### src/rtl/mem_arbiter.sv
// mem_arbiter: owns the unified main memory and sequences every access to it.
// Serves D-cache write-through stores, D-cache block fills and I-cache block
// fills under fixed priority (store > D fill > I fill). A fill issues WORDS
// consecutive word reads of the aligned block and steers each returned word
// into the requesting cache.
//
// Ports
//   clk, rst                    clock, synchronous active-high reset
//   i_miss, i_miss_addr         I-cache fill request (level) and byte address
//   d_miss, d_miss_addr         D-cache fill request (level) and byte address
//   d_wr_req, d_wr_addr/_data   store request (level), byte address, data
//   mem_en, mem_wr              memory strobe, 1 = write / 0 = read
//   mem_addr, mem_wdata         memory byte address and write data
//   mem_rdata, mem_rvalid       read data beat from memory (fixed latency)
//   fill_we, fill_sel           cache fill write strobe, 0 = I-cache / 1 = D-cache
//   fill_word, fill_data        word index within block, returned data
//   i_done, d_done, wr_done     one-cycle completion pulses
//   busy                        operation in progress or post-reset quiet period
module mem_arbiter #(
  parameter int MEM_LAT = 4,
  parameter int WORDS   = 8,
  parameter int DATA_W  = 16
) (
  input  logic                     clk,
  input  logic                     rst,
  input  logic                     i_miss,
  input  logic [DATA_W-1:0]        i_miss_addr,
  input  logic                     d_miss,
  input  logic [DATA_W-1:0]        d_miss_addr,
  input  logic                     d_wr_req,
  input  logic [DATA_W-1:0]        d_wr_addr,
  input  logic [DATA_W-1:0]        d_wr_data,
  output logic                     mem_en,
  output logic                     mem_wr,
  output logic [DATA_W-1:0]        mem_addr,
  output logic [DATA_W-1:0]        mem_wdata,
  input  logic [DATA_W-1:0]        mem_rdata,
  input  logic                     mem_rvalid,
  output logic                     fill_we,
  output logic                     fill_sel,
  output logic [$clog2(WORDS)-1:0] fill_word,
  output logic [DATA_W-1:0]        fill_data,
  output logic                     i_done,
  output logic                     d_done,
  output logic                     wr_done,
  output logic                     busy
);

  localparam int WIDX_W = $clog2(WORDS);
  localparam int CNT_W  = $clog2(WORDS + 1);
  localparam int QW     = $clog2(MEM_LAT + 1);

  localparam logic [CNT_W-1:0]  ISSUE_END  = CNT_W'(WORDS);
  localparam logic [WIDX_W-1:0] BEAT_LAST  = WIDX_W'(WORDS - 1);
  // Block is WORDS 16-bit words; clear the byte-offset bits of the block.
  localparam logic [DATA_W-1:0] BLOCK_MASK = ~DATA_W'(2 * WORDS - 1);

  typedef enum logic [1:0] {IDLE, WRITE, FILL, DONE} state_t;

  state_t              state_q, state_d;
  logic [CNT_W-1:0]    issue_q, issue_d;
  logic [WIDX_W-1:0]   beat_q,  beat_d;
  logic                sel_q,   sel_d;
  logic [QW-1:0]       quiet_q, quiet_d;
  logic [DATA_W-1:0]   addr_q,  addr_d;
  logic [DATA_W-1:0]   wdata_q, wdata_d;
  logic                quiet_active;

  // Reads issued before a reset may still return during the quiet period;
  // requests and beats are ignored until it has drained.
  assign quiet_active = (quiet_q != '0);
  assign busy         = (state_q != IDLE) || quiet_active;
  assign fill_data    = mem_rdata;

  always_comb begin
    state_d   = state_q;
    issue_d   = issue_q;
    beat_d    = beat_q;
    sel_d     = sel_q;
    addr_d    = addr_q;
    wdata_d   = wdata_q;
    quiet_d   = quiet_active ? quiet_q - QW'(1) : quiet_q;

    mem_en    = 1'b0;
    mem_wr    = 1'b0;
    mem_addr  = '0;
    mem_wdata = '0;
    fill_we   = 1'b0;
    fill_word = beat_q;
    fill_sel  = sel_q;
    i_done    = 1'b0;
    d_done    = 1'b0;
    wr_done   = 1'b0;

    case (state_q)
      IDLE: begin
        if (!quiet_active) begin
          if (d_wr_req) begin
            addr_d  = d_wr_addr;
            wdata_d = d_wr_data;
            state_d = WRITE;
          end else if (d_miss) begin
            addr_d  = d_miss_addr & BLOCK_MASK;
            sel_d   = 1'b1;
            issue_d = '0;
            beat_d  = '0;
            state_d = FILL;
          end else if (i_miss) begin
            addr_d  = i_miss_addr & BLOCK_MASK;
            sel_d   = 1'b0;
            issue_d = '0;
            beat_d  = '0;
            state_d = FILL;
          end
        end
      end

      WRITE: begin
        mem_en    = 1'b1;
        mem_wr    = 1'b1;
        mem_addr  = addr_q;
        mem_wdata = wdata_q;
        wr_done   = 1'b1;
        state_d   = IDLE;
      end

      FILL: begin
        // Issue and return phases overlap: reads keep going out while the
        // first beats are already coming back.
        if (issue_q != ISSUE_END) begin
          mem_en   = 1'b1;
          mem_addr = addr_q + (DATA_W'(issue_q) << 1);
          issue_d  = issue_q + CNT_W'(1);
        end
        if (mem_rvalid) begin
          fill_we = 1'b1;
          beat_d  = (beat_q == BEAT_LAST) ? '0 : beat_q + WIDX_W'(1);
          if (beat_q == BEAT_LAST) begin
            state_d = DONE;
          end
        end
      end

      DONE: begin
        i_done  = ~sel_q;
        d_done  = sel_q;
        state_d = IDLE;
      end

      default: state_d = IDLE;
    endcase

    // Reset aborts whatever is in flight: nothing reaches memory or a cache.
    if (rst) begin
      mem_en    = 1'b0;
      mem_wr    = 1'b0;
      mem_addr  = '0;
      mem_wdata = '0;
      fill_we   = 1'b0;
      fill_word = '0;
      fill_sel  = 1'b0;
      i_done    = 1'b0;
      d_done    = 1'b0;
      wr_done   = 1'b0;
    end
  end

  always_ff @(posedge clk) begin
    if (rst) begin
      state_q <= IDLE;
      issue_q <= '0;
      beat_q  <= '0;
      sel_q   <= 1'b0;
      quiet_q <= QW'(MEM_LAT);
    end else begin
      state_q <= state_d;
      issue_q <= issue_d;
      beat_q  <= beat_d;
      sel_q   <= sel_d;
      quiet_q <= quiet_d;
    end
  end

  // Latched request address/data only matter once a state uses them.
  always_ff @(posedge clk) begin
    addr_q  <= addr_d;
    wdata_q <= wdata_d;
  end

endmodule

### config.mk
export PLATFORM = sky130hd
export DESIGN_NAME = mem_arbiter
export DESIGN_NICKNAME = d
export VERILOG_FILES = /design/src/rtl/mem_arbiter.sv
export SDC_FILE = /design/constraint.sdc
export NUM_CORES = 1
export LEC_CHECK = 0
export ABC_AREA = 1
export BUFFER_PORTS_ARGS = -buffer_cell sky130_fd_sc_hd__buf_4
export CORE_ASPECT_RATIO = 0.9
export CORE_UTILIZATION = 42
export CTS_CLUSTER_DIAMETER = 60
export DETAILED_ROUTE_END_ITERATION = 10
export PLACE_DENSITY = 0.77
export SETUP_SLACK_MARGIN = 0.3
export SLEW_MARGIN = 20
export SYNTH_ARGS = -nofsm -noshare
export SYNTH_HDL_FRONTEND = slang
export SYNTH_SLANG_ARGS = --single-unit
### constraint.sdc
create_clock -name clk -period 2.1 [get_ports clk]
set_input_delay 0.21 -clock clk [delete_from_list [all_inputs] [get_ports clk]]
set_output_delay 0.21 -clock clk [all_outputs]
set_load 0.01 [all_outputs]
After elaboration in Yosys (flattened, before gate mapping) --
Cells that the tools add are included.
Storage, ports and cells: flip-flop bits (word level) 45, input bits 86, output and inout port bits 59
Cells by class: reduce and logical (&&, ||, !) cells 14, muxes and demuxes 44, add/subtract/negate cells 4, equality and inequality tests 12, bitwise gates (word level) 3
Operators by type and width (number):
- $mux 16 | 7
- $pmux 16 s2 | 1
- $mux 3 | 7
- $mux 4 | 5
- $add 16x5->16 | 1
- $mux 1 | 14
- $mux 2 | 6
- $ne 2x2->1 const B | 5
- $reduce_and 5->1 | 2
- $ne 4x4->1 const B | 2
- $pmux 4 s2 | 1
- $reduce_and 4->1 | 2
- $pmux 2 s3 | 1
- $pmux 3 s2 | 1
- $reduce_and 3->1 | 2
- $reduce_bool 2->1 | 3
- $reduce_bool 3->1 | 2
- $add 4x1->4 const B | 1
- $eq 2x2->1 const B | 2
- $add 3x1->3 const B | 1
- $eq 3x3->1 const B | 1
- $ne 3x3->1 const B | 1
- $not 1->1 | 3
- $sub 3x1->3 const B | 1
- 5 further kinds | 5

Longest topological paths before layout --
Gate-level depths: netlist of the first run.
depth after elaboration 5, mapped depth 10

Worst setup path before layout of the first run --
No wires, ideal clock.
path type flip-flop to flip-flop, from reg quiet_q[0], to reg addr_q[0], enable pin, buffers on the path 0, data required time 1.706 ns, stages on the path, launching flop included 7, clock period less this slack 2.103 ns, path slack -0.003 ns, arrival time 1.709 ns, setup time 0.394 ns, cell sequence dfxtp_1 > inv_1 > ha_1 > nand2_1 > inv_1 > nand2_1 > a21oi_1
On the way: word-level cells in the longest chain between the ends 3
Ends and longest elaborated chain:
- from (decl) | line 64 | logic [QW-1:0] quiet_q, quiet_d;
- from (signal assigned) | line 174 | quiet_q <= QW'(MEM_LAT);
- from (signal assigned) | line 180 | quiet_q <= quiet_d;
- $reduce_bool 3->1 | line 71 | assign quiet_active = (quiet_q != '0);
- $not 1->1 (no line)
- $reduce_and 3->1 (no line)
- to (signal assigned) | line 186 | addr_q <= addr_d;
- to (decl) | line 65 | logic [DATA_W-1:0] addr_q, addr_d;
No other way between the ends. A chain may end at the register's enable or synchronous reset.

Final worst setup path of the first run --
from reg addr_q[3], to out mem_addr[4]
On the way: word-level cells in the longest chain between the ends 4
Ends and longest elaborated chain:
- $add 16x5->16 | line 132 | mem_addr = addr_q + (DATA_W'(issue_q) << 1);
- $mux 16 | line 130 | if (issue_q != ISSUE_END) begin
- $pmux 16 s2 | line 95 | case (state_q)
- $mux 16 | line 154 | if (rst) begin
- to (decl) | line 35 | output logic [DATA_W-1:0] mem_addr,
No other way between the ends.

==> key figures, run 1 <==
Min path
  – WHS Path Cells: 1
  – Min-Delay Startpoint: d_wr_data[15]
  – HP Class: in2reg
  – Hold Path End: wdata_q[15]

Final layout
  – Core Util, Final: 0.632
  – Area delta synth->final: 41.1%
  – Final Instance Area: between 4000 and 5000 um2
  – Multi-input gate area: around 1700 um2
  – Register area: 1230 um2
  – Final-layout fill cell count: between 500 and 600
  – Layout cells sized above 1: 0.427
  – Antenna fix cells: 0
  – Final nets: 606

Logic synthesis
  – Largest family of logic cells by synthesized area: simple AND/OR/NAND/NOR gates
  – Synth Instances: about 400
  – XOR/XNOR share of the synthesized area: 0.0116
  – Multiplexer share of the synthesized area: 0
  – Synth Area in Simple Gates: 0.263
  – Sequential share of the synthesized area: 0.403
  – Count of different cell masters after synthesis: 37
  – Synth warn: 0
  – Syn Std Cell Area: 3030 um2
  – Synthesized net count: 500
  – Compound-Gate Fraction of Synth Area: 0.136
  – Mean Syn Cell Area: 7.59 um2
  – Adder-cell share of the synthesized area: 0.0645
  – #FFs+latches synth: between 40 and 50

Critical path
  – R2R Setup Slk: 450 ps
  – Delay-heaviest family, CP: flip-flops
  – Worst EP arrival: around 2000 ps
  – Worst Reg-to-Reg Cells: 10
  – Max stage delay on crit path: between 400 and 500 ps
  – CP cell instances: ha_4 > buf_4 > buf_6 > nand3_4 > nand3_4 > a21oi_2 > o21ai_1 > a21oi_1 > buf_4
  – Setup crit start kind: flip-flop
  – FF-to-FF Start: state_q[0]
  – CP bufs+invs: 3
  – CP Class: reg2out
  – Critical Path Fanout Max: 4
  – Worst EP required: approximately 1900 ps
  – CP max stage cell: edfxtp_1
  – CP endpoint kind: output port
  – Reg2reg end: beat_q[0]

Pwr
  – Peak VDD IR: 446 uV
  – PwrDens: between 700 and 800 nW/um2
  – Static Leak: slightly below 2 nW

Route
  – Drt pass-1 iters: 4
  – Initial DRC Count: ~120
  – WL met2: ~4200 um
  – Post-Route WL: roughly 8500 um
  – WL/cell: 14.3 um
  – Met1 WL: between 3000 and 4000 um
  – Top Metal Used: met4
  – Vias per cell: between 5 and 6
  – DR vias: just over 3000
  – DRT antenna net count: 0
  – DRC: 0
  – Met3 Routed Length: around 460 um

Clock network
  – CTS tree: done
  – CTS Buf Count: 5
  – CTS max path bufs: 2
  – CTS sink count: 45
  – H-tree levels: 2
  – Worst-Skew Late Latency: 300 ps
  – Clk slew on worst S/H paths: 80 ps
  – Clock root cell: clkbuf_8

Floorplanning
  – Die footprint: between 7000 and 8000 um2
  – FP Rows: 28
  – Core Region: just under 7000 um2
  – Die Y: between 80 and 90 um
  – Num ports: roughly 150
  – Die Wd: just over 90 um
  – Initial Utilization: 0.448

Global routing
  – Number of global-route vias before repair: around 2800
  – Total congestion overflow: 0
  – Largest net degree at the start of global routing: 32
  – Initial antenna violation count: 0
  – First-pass GRT wire length: approximately 13000 um
  – Total GRT Usage: 0.216

Outcome
  – Status: finished with violations
  – Violated checks: negative setup slack

Timing
  – Final hold viol count: 0
  – Final worst-path cycle share: 1.07
  – Total negative setup slack: -1080 ps
  – Max_slew headroom: 0.664
  – Fmax: 444 MHz
  – Setup Skew: 7.23 ps
  – Final slew viol count: 0
  – Setup violations, final: 12
  – Setup WS post-layout: -153 ps
  – RSZ-0062 raised after global routing: true
  – Crit path time final: between 2000 and 2500 ps
  – Slew @ Worst Pin: just over 500 ps

Placement
  – Cell Area, Placed: around 3800 um2
  – Post-DP HPWL: between 5000 and 6000 um
  – IO Port Bufs: around 100
  – Routability cong.: just under 0.9

Job
  – Maxcap violations: 0
## cell usage after synthesis, drive strengths merged
| cell | count | area, um2 |
|---|---|---|
| nor3b | 1 | 12.5 |
| fa | 1 | 20.0 |
| a21oi | 50 | 258 |
| nor3 | 6 | 35.0 |
| inv | 50 | 188 |
| xor2 | 2 | 17.5 |
| dfxtp | 13 | 260 |
| nand3 | 20 | 105 |
| nand3b | 1 | 7.51 |
| a211oi | 2 | 25.0 |
| xnor2 | 2 | 17.5 |
| o22ai | 1 | 6.26 |
| a21boi | 1 | 11.3 |
| o21ai | 15 | 82.6 |
| ha | 14 | 175 |
| a22oi | 2 | 15.0 |
| nand4 | 3 | 18.8 |
| nand2 | 97 | 392 |
| o21bai | 1 | 7.51 |
| and3 | 2 | 12.5 |
| nor2 | 53 | 211 |
| buf | 27 | 174 |
| clkbuf | 2 | 7.51 |
| a31oi | 1 | 6.26 |
| edfxtp | 32 | 961 |
## metrics by stage
step / power (mW) / setup WS [ps] / cells / hold slack, ps
final: 3.23 / -153 / 596 / 88.8
after global routing: 3.44 / -267 / 596 / 65.8
after CTS: 3.15 / -130 / 593 / 78.8
after detailed placement: 2.45 / 133 / 571 / 389
after global placement: 2.42 / 187 / 571 / 388
after floorplan: 2.05 / 320 / 399 / 309
## final cells by class
| cell class | count | share of cell area |
|---|---|---|
| sequential | 45 | 0.288 |
| timing repair buffer | 128 | 0.232 |
| clock inverter | 2 | 0.00234 |
| multi-input combinational | 275 | 0.389 |
| clock buffer | 6 | 0.0170 |
| inverter | 50 | 0.0451 |
| tap | 90 | 0.0264 |
## cell usage in the layout, fill, tap and decap left out, types with 2 or more instances in the layout
| master | synthesis | layout |
|---|---|---|
| a211oi_2 | 2 | 2 |
| a21oi_1 | 48 | 39 |
| a21oi_2 | 2 | 11 |
| a22oi_1 | 2 | 2 |
| and3_1 | 2 | 2 |
| buf_4 | 18 | 123 |
| buf_6 | 0 | 3 |
| clkbuf_8 | 0 | 5 |
| clkinv_2 | 0 | 2 |
| dfxtp_1 | 13 | 7 |
| dfxtp_2 | 0 | 6 |
| edfxtp_1 | 32 | 32 |
| ha_1 | 14 | 7 |
| ha_2 | 0 | 3 |
| ha_4 | 0 | 4 |
| inv_1 | 42 | 36 |
| inv_2 | 8 | 12 |
| inv_4 | 0 | 2 |
| nand2_1 | 88 | 77 |
| nand2_2 | 8 | 13 |
| nand2_4 | 1 | 7 |
| nand3_1 | 19 | 12 |
| nand3_2 | 1 | 5 |
| nand3_4 | 0 | 3 |
| nand4_1 | 3 | 3 |
| nor2_1 | 50 | 49 |
| nor2_2 | 2 | 3 |
| nor3_1 | 5 | 3 |
| nor3_2 | 1 | 3 |
| o21ai_0 | 7 | 6 |
| o21ai_1 | 6 | 6 |
| o21ai_2 | 2 | 3 |
| xnor2_1 | 2 | 2 |
| xor2_1 | 2 | 2 |
## registers in the layout, summed over array words and instances, names as in the netlist
name and flops:
wdata_q 16, quiet_q 3, addr_q 16, beat_q 3, state_q 2, issue_q 4, sel_q 1
## layer usage
layer | up-vias | GRT usage
met1 | 1383 | 0.249
li1 | 1495 | -
met2 | 115 | 0.386
met5 | - | 0
met4 | 0 | 0.103
met3 | 27 | 0.0495
## power by group
part	internal (mW)	total [mW]	switching (mW)
Combinational	0.629	1.50	0.868
Sequential	1.12	1.22	0.0997
Clock	0.231	0.517	0.286
## kinds of logic after synthesis
| kind of cell | Yosys count |
|---|---|
| and+or+nand+nor | 183 |
| DFF | 45 |
| xor gates and xnor gates | 4 |
| adders and majority gates | 15 |
| buffers and inverters | 79 |
| AOI/OAI and AO/OA | 73 |
## how the worst max path moves through the flow
stage                     from            to  slack [ps]  cells past startpoint
global route         addr_q[3]  mem_addr[13]        -270                     10
detailed placement   addr_q[1]  mem_addr[15]         130                     11
finish               addr_q[3]   mem_addr[4]        -150                      9
floorplan           issue_q[0]  mem_addr[11]         320                      9
global placement     addr_q[1]  mem_addr[15]         190                     11
CTS                  addr_q[1]  mem_addr[13]        -130                     11
## worst reg2reg max path: stages (launching register included)
cell	delay (ps)
dfxtp_2	340
inv_1	140
ha_2	230
buf_4	150
inv_2	80
nand2_4	70
nand2_2	60
nor2_2	100
nand2_2	110
a21oi_1	170
a211oi_2	50
## repair_timing
action,in CTS,in global routing
gates cloned,0,0
endpoints found under the setup margin,17,34
hold endpoints to repair,0,0
hold buffers,0,0
gates resized for setup,40,25
setup buffers,14,3
pin swaps,15,17
Power figures use the tool's default switching activity.
==> run 2, diff against run 1 <==
ABC_AREA = not set   (was 1)
CORE_MARGIN = 2   (was not set)
PLACE_DENSITY = 0.76   (was 0.77)
==> key figures, run 2 <==
Outcome
  – Status: finished with violations
  – Violated checks: negative setup slack

Final layout
  – Area delta synth->final: 56.2%
  – Non-Filler Instances: just over 500
  – Antenna fix cells: 0
  – Layout cells sized above 1: 0.538
  – Most frequent cells in the layout: buf_4 (107), edfxtp_1 (32), buf_6 (32), nand2_1 (25), nor2_1 (18)
  – Final nets: around 520
  – Largest registers: addr_q (16), wdata_q (16), issue_q (4)
  – Commonest non-fill, non-tap cell in the layout: buf_4
  – Final-layout fill cell count: 510

Logic synthesis
  – Compound-Gate Fraction of Synth Area: 0.156
  – Mean Syn Cell Area: 9.43 um2
  – Post-synth EDFFs: 32
  – Adder-cell share of the synthesized area: 0.0676
  – Most common cell in the netlist: edfxtp_1
  – Synthesized net count: ~410
  – Syn Std Cell Area: between 2000 and 3000 um2
  – XOR/XNOR share of the synthesized area: 0.00607
  – Count of different cell masters after synthesis: 50
  – Largest family of logic cells by synthesized area: simple AND/OR/NAND/NOR gates
  – Multiplexer share of the synthesized area: 0.0524
  – Synth warn: 0
  – Largest cells by area after synthesis: edfxtp_1 (33%), dfxtp_1 (9.0%), ha_1 (6.1%)
  – Sequential share of the synthesized area: 0.423
  – Post-synth ARST share: 0
  – Synth Instances: between 300 and 400
  – Dominant cell type by area after synthesis: edfxtp_1
  – #FFs+latches synth: between 40 and 50
  – Top_reg_cell synth: edfxtp_1
  – Synth Area in Simple Gates: 0.216
  – Synth top area share: 0.333
  – Top cells by count, synth: edfxtp_1 (32), nand2_1 (26), nor2_1 (25)

Critical path
  – CP max stage cell: edfxtp_1
  – Worst EP required: 1890 ps
  – Most used cell, CP: buf_4
  – Worst EP arrival: roughly 2200 ps
  – Worst Reg-to-Reg Cells: 8
  – Critical Path Sink: mem_addr[5]
  – FF-to-FF Start: state_q[1]
  – Max stage delay on crit path: approximately 400 ps
  – Reg2reg end: beat_q[0]
  – CP bufs+invs: 3
  – CP endpoint kind: output port
  – R2R Setup Slk: about 230 ps
  – Critical Path Fanout Max: 2
  – CP cell instances: ha_4 > inv_2 > fa_2 > buf_4 > nor2b_1 > o21ai_1 > a21oi_1 > nor2_1 > a311oi_2 > buf_4
  – CP Class: reg2out
  – Crit path launch: addr_q[1]
  – Levels on crit path: 10
  – Setup crit start kind: flip-flop
  – Delay-heaviest family, CP: adder cells

Floorplanning
  – Die Y: between 80 and 90 um
  – Die Wd: approximately 91 um
  – Die footprint: between 7000 and 8000 um2
  – Core Region: 6620 um2
  – FP Rows: 28
  – Num ports: around 150
  – Initial Utilization: 0.436

Clock network
  – Worst-Skew Late Latency: roughly 310 ps
  – CTS max path bufs: 2
  – Clock root cell: clkbuf_8
  – CTS tree: done
  – CTS Buf Count: 5
  – H-tree levels: 2
  – CTS sink count: 45
  – Clk slew on worst S/H paths: about 100 ps

Route
  – Post-Route WL: ~8000 um
  – DRC: 0
  – Drt pass-1 iters: 4
  – Vias per cell: between 5 and 6
  – DR vias: 2700
  – WL/cell: approximately 16 um
  – Initial DRC Count: around 150
  – DRT antenna net count: 0

Global routing
  – Initial antenna violation count: 0
  – Total congestion overflow: 0
  – First-pass GRT wire length: approximately 12000 um
  – Largest net degree at the start of global routing: 35
  – Total GRT Usage: 0.196
  – Number of global-route vias before repair: about 2600

Placement
  – IO Port Bufs: about 100
  – Post-DP HPWL: approximately 5400 um
  – Routability cong.: ~0.86
  – Placed Cells: 484

Timing
  – Crit path time final: roughly 2400 ps
  – Setup WS post-layout: -318 ps
  – Final hold viol count: 0
  – Final worst-path cycle share: 1.15
  – RSZ-0062 raised after global routing: true
  – Total negative setup slack: -2660 ps
  – Setup violations, final: 14
  – Setup Skew: about 13 ps
  – Final slew viol count: 0
  – Slew @ Worst Pin: approximately 450 ps
  – Fmax: 414 MHz
  – Max_slew headroom: 0.694

Pwr
  – Peak VDD IR: ~650 uV
  – Tot Pwr: 3.93 mW
  – PwrDens: roughly 870 nW/um2
  – Static Leak: 1.88 nW

Min path
  – Min-Delay Startpoint: d_wr_data[9]
  – HP Class: in2reg

Job
  – Maxcap violations: 0
## run 2: stage by stage
stage / cell area (um2) / hold slack [ps] / util / setup slack, ps
2_1_floorplan: 3020 / 309 / - / 191
3_3_place_gp: 3850 / 388 / 0.581 / 8.25
3_5_place_dp: 3850 / 390 / 0.581 / -37.1
4_1_cts: 4120 / 66.8 / 0.622 / -291
5_1_grt: 4510 / 59.2 / 0.681 / -424
6_report: 4510 / 69.2 / 0.681 / -318
## run 2: repair_timing
item / in CTS / in global routing
gates resized for setup: 31 / 78
endpoints found under the setup margin: 58 / 55
buffers inserted: 7 / 12
pin swaps: 10 / 29
cloned: 1 / 2
hold buffers: 0 / 0
## run 2: final cells by class
| type | instances | area, um2 | area share |
|---|---|---|---|
| clock buffers | 5 | 68.8 | 0.0153 |
| clock inverters | 3 | 47.5 | 0.0105 |
| inverters | 12 | 55.1 | 0.0122 |
| multi-input cells | 219 | 1810 | 0.401 |
| well taps | 90 | 113 | 0.0250 |
| flip-flops and latches | 45 | 1230 | 0.273 |
| repair buffers | 140 | 1180 | 0.262 |
## run 2: report_power, final
group          switching [mW]  leakage (nW)  internal [mW]
Sequential              0.123         0.401           1.14
Combinational           0.964          1.42           1.01
Clock                   0.336        0.0591          0.363
## run 2: worst register-to-register path, delay by kind of cell (launching register included)
family | cells | cell delay, ps
fa+ha+maj | 1 | 180
simple gates | 3 | 730
flops | 1 | 370
compound gates | 2 | 260
buf+inv | 2 | 260
## run 2: how the worst min path moves through the flow
stage	endpoint	slack, ps	cells past startpoint
2_1_floorplan	wdata_q[0]	310	0
3_3_place_gp	wdata_q[5]	390	1
5_1_grt	wdata_q[8]	60	1
4_1_cts	wdata_q[8]	70	1
6_report	wdata_q[9]	70	1
3_5_place_dp	wdata_q[8]	390	1
## run 2: cells by family after synthesis
logic type      Yosys count
simple gates            117
compound gates           70
flops                    45
buf+inv                  42
mux                      15
fa+ha+maj                15
xor+xnor                  2
## run 2: layer usage
layer | share of wire | global-route usage | vias to the layer above
met5 | 0 | 0 | -
met4 | 0.010 | 0.0424 | 0
met3 | 0.071 | 0.0644 | 12
met2 | 0.51 | 0.339 | 100
met1 | 0.41 | 0.242 | 1276
li1 | - | - | 1312
